[config.mk]
export PLATFORM = sky130hd
export DESIGN_NAME = led_trail_pwm
export DESIGN_NICKNAME = d
export VERILOG_FILES = /design/src/rtl/led_trail_pwm.sv
export SDC_FILE = /design/constraint.sdc
export NUM_CORES = 1
export LEC_CHECK = 0
export CAP_MARGIN = 0
export CORE_ASPECT_RATIO = 0.75
export CORE_UTILIZATION = 50
export CTS_BUF_LIST = sky130_fd_sc_hd__clkbuf_2 sky130_fd_sc_hd__clkbuf_4 sky130_fd_sc_hd__clkbuf_8
export DETAILED_ROUTE_END_ITERATION = 8
export GPL_TIMING_DRIVEN = 0
export PLACE_DENSITY = 0.66
export SYNTH_ARGS = -nofsm -noshare
export SYNTH_HDL_FRONTEND = slang
export SYNTH_SLANG_ARGS = --single-unit
[constraint.sdc]
create_clock -name i_clk -period 4.05 [get_ports i_clk]
set_input_delay 0.6075 -clock i_clk [delete_from_list [all_inputs] [get_ports i_clk]]
set_output_delay 0.6075 -clock i_clk [all_outputs]
set_load 0.03 [all_outputs]
[src/rtl/led_trail_pwm.sv]
// LED afterglow stage: each LED the sweep has lit holds a brightness level
// that decays over time, rendered through a shared free-running PWM counter.
module led_trail_pwm #(
    parameter int          PWM_BITS  = 4,
    parameter logic [15:0] DECAY_DIV = 16'd1000
) (
    input  logic       i_clk,
    input  logic       i_reset,
    input  logic       i_enable,
    input  logic [7:0] i_led,
    output logic [7:0] o_led,
    output logic       o_decay_tick
);

    localparam logic [PWM_BITS-1:0] LVL_MAX  = '1;
    localparam logic [15:0]         DIV_LAST = DECAY_DIV - 16'd1;

    logic [PWM_BITS-1:0]      pwm_cnt_q, pwm_cnt_d;
    logic [15:0]              div_cnt_q, div_cnt_d;
    logic [7:0][PWM_BITS-1:0] level_q, level_d;
    logic [7:0]               led_q, led_d;

    // Both counters free-run regardless of enable so PWM phase stays continuous.
    assign o_decay_tick = (div_cnt_q == DIV_LAST);
    assign pwm_cnt_d    = pwm_cnt_q + 1'b1;
    assign div_cnt_d    = o_decay_tick ? 16'd0 : div_cnt_q + 16'd1;

    always_comb begin
        level_d = level_q;
        led_d   = '0;
        for (int k = 0; k < 8; k++) begin
            if (!i_enable)
                level_d[k] = '0;
            else if (i_led[k])
                level_d[k] = LVL_MAX;
            else if (o_decay_tick && (level_q[k] != '0))
                level_d[k] = level_q[k] - 1'b1;
            led_d[k] = i_enable & (i_led[k] | (level_q[k] > pwm_cnt_q));
        end
    end

    always_ff @(posedge i_clk or posedge i_reset) begin
        if (i_reset) begin
            pwm_cnt_q <= '0;
            div_cnt_q <= '0;
            level_q   <= '0;
            led_q     <= '0;
        end else begin
            pwm_cnt_q <= pwm_cnt_d;
            div_cnt_q <= div_cnt_d;
            level_q   <= level_d;
            led_q     <= led_d;
        end
    end

    assign o_led = led_q;

endmodule

==> impl_metrics.csv <==
group,metric,value,unit
outcome,outcome,"completed",
route,dr_wl_met2,4370,um
finish,seqCellArea,1500,um2
clock_network,cts_root_buffer,"clkbuf_8",
synthesis,async_reset_ff_frac,1.00,
synthesis,synth_edf_count,0,
clock_network,numCtsBuffers,9,
floorplanning,io_pins,20,
placed_design,dp_slack,1.08,ns
placed_design,dpl.hpwl,6370,um
clock_network,tritoncts,"done",
route,vias_per_cell,6.00,
grt,grt_pass1_wl,15700,um
route,wl_met1,4460,um
pwr,max-vdd-ir-drop,0.000256,V
route,drt-total-wl,9320,um
sta,tightest_slew,0.795,ns
floorplanning,std_cell_rows,27,
route,firstDrtPassIters,4,
worst_setup_path,crit_chain,"or4_4 > nor4_4 > buf_6 > clkdlybuf4s50_1",
pwr,leakagePower,1.85,nW
worst_setup_path,critical_path_class,"register to output port",
placed_design,io_buffers,18,
synthesis,yosysWarnings,0,
sta,hold_viol,0,
route,detail-route-antenna-nets,0,
finish,fin_nets,489,
clock_network,cts_sinks,60,
route,wire_per_inst,17.2,um
pwr,powerDensity,329,nW/um2
route,drcViolationCount,0,
floorplanning,dieHeight,78.6,um
clock_network,cts_resized,0,
synthesis,ys_ff_latch,60,
run,maxCapViolations,0,
finish,syn2layout_area_growth,13.5,%
grt,grt_overflow_total,0,
clock_network,cts_buffer_depth,2,
sta,finalSetupTns,0,ns
sta,period_minus_slack,3.33,ns
sta,max_freq,0.301,GHz
sta,holdWs,0.483,ns
floorplanning,die-area,8180,um2
worst_setup_path,crit_buf_inv,2,
worst_setup_path,worstSetupStartpointType,"register",
floorplanning,initial_core_util,0.523,
synthesis,yosysMostFrequentCell,"dfrtp_1",
finish,n_antenna_cell,0,
worst_setup_path,slowest_delay,0.68,ns
sta,slew_headroom,0.469,
synthesis,synth_common_cells,"dfrtp_1, ha_1, nor3_1",
placed_design,place.gp.congestion,0.816,
grt,grt_pass1_vias,3078,
clock_network,cts_setup_buffers,0,
synthesis,syn_area_per_cell,9.62,um2
clock_network,clk_pin_slew,0.08,ns
sta,worst_slack,0.723,ns
grt,antenna_found_initial,0,
synthesis,syn-cell-area,3910,um2
synthesis,synth_area_leaders,"dfrtp_1, ha_1, nor3_1",
hold_path,hold_class,"register to register",
sta,finClkSkew,0.0140,ns
worst_setup_path,critical_path.top_delay_family,"simple AND/OR/NAND/NOR gates",
floorplanning,fp.dieW,104,um
grt,grt_max_degree,36,
sta,finalSetupViolations,0,
synthesis,synth_top_area_frac,0.384,
synthesis,synth_cell_types,38,
clock_network,clkLatencyLatePin,0.35,ns
route,vias,3253,
worst_setup_path,endpoint_kind,"output port",
sta,fin_crit_sh,0.822,
sta,rsz0062_at_grt,"false",
clock_network,htree_levels,3,
synthesis,yosys.area.top_type,"dfrtp_1",
worst_setup_path,required,3.44,ns
floorplanning,core_area,7470,um2
worst_setup_path,reg2reg_slack,1.60,ns
route,met3_wirelength,407,um
synthesis,ys_seq_area_frac,0.384,
route,dr.first_iter.drc_count,148,
route,highest_layer,"met4",
finish,drive_above_1_share,0.0794,
synthesis,syn_inst,406,
worst_setup_path,slowest_stage,"clkdlybuf4s50_1",
finish,fillers,655,
finish,multi_input_area,2230,um2
synthesis,synthesis.nets,459,
synthesis,synthFlopType,"dfrtp_1",
grt,grt_usage,0.250,
worst_setup_path,cp.arrival,2.72,ns
clock_network,hold_buffers,0,
sta,slew_violations,0,
worst_setup_path,worstPathMaxFanout,10,
==> worst reg2reg max path, cell delays in order, from the launching register on <==
cell	delay, ns
dfrtp_1	0.39
ha_1	0.28
nor4bb_1	0.30
nand4_1	0.58
clkbuf_1	0.46
o21ai_0	0.26
nor2_1	0.06
==> power by group <==
group	internal [mW]	total, mW	switching, mW	leakage, nW
combinational	0.108	0.235	0.126	0.993
sequential	0.630	0.669	0.0383	0.762
clock	0.300	0.558	0.258	0.0983
==> sequential cells by signal (all words and copies together) (netlist names) <==
register,flops
div_cnt_q,16
level_q,32
o_led,8
pwm_cnt_q,4
==> cells by family after synthesis <==
group           after synthesis  share of synthesized area
simple gates                163                      0.264
fa+ha+maj                    42                      0.134
buf+inv                      42                     0.0442
xor+xnor                     12                     0.0269
compound gates               86                      0.143
mux                           1                    0.00288
flops                        60                      0.384
==> cell usage in the layout, fill, tap and decap left out, types with 8 or more instances in the layout <==
master	n
and4b_1	15
clkdlybuf4s50_1	18
nand2_1	8
or3b_2	8
nor2b_1	8
ha_1	42
nor4b_1	8
a21oi_1	11
nor2_1	23
nand4_1	9
nor3_1	42
clkbuf_8	10
o21ai_0	28
a211oi_1	8
nand3b_1	12
o31ai_1	16
nor4_1	10
dfrtp_1	60
inv_1	21
o21a_1	8
clkbuf_1	15
==> routing by layer <==
| metal | track usage | vias to the layer above |
|---|---|---|
| li1 | - | 1592 |
| met1 | 0.343 | 1589 |
| met2 | 0.407 | 65 |
| met3 | 0.0532 | 7 |
| met4 | 0.0529 | 0 |
| met5 | 0 | - |
==> through the flow <==
stage,instances,power [mW],cell area [um2],util
floorplan,406,0.840,3910,-
global placement,525,0.902,4210,0.564
detailed placement,526,0.914,4230,0.567
CTS,542,1.47,4440,0.594
global route,542,1.54,4440,0.594
finish,542,1.46,4440,0.594
==> final timing paths <==
| path | from | to | cells after the start |
|---|---|---|---|
| max reg2reg | div_cnt_q[0]$_DFF_PP0_ | level_q[11]$_DFFE_PP0P_ | 6 |
| min reg2reg | pwm_cnt_q[3]$_DFF_PP0_ | pwm_cnt_q[3]$_DFF_PP0_ | 1 |
| min | pwm_cnt_q[3]$_DFF_PP0_ | pwm_cnt_q[3]$_DFF_PP0_ | 1 |
| max | div_cnt_q[12]$_DFF_PP0_ | o_decay_tick | 4 |
| min in group asynchronous | i_reset | level_q[0]$_DFFE_PP0P_ | 2 |
| max in group asynchronous | i_reset | level_q[22]$_DFFE_PP0P_ | 3 |
==> cell type report <==
class                           count  area share
Tap cell                          101      0.0285
Multi-Input combinational cell    304       0.504
Inverter                           22      0.0186
Sequential cell                    60       0.339
Timing Repair Buffer               19      0.0451
Buffer                             20      0.0203
Clock buffer                       10      0.0310
Clock inverter                      6      0.0144
Power figures use the tool's default switching activity.
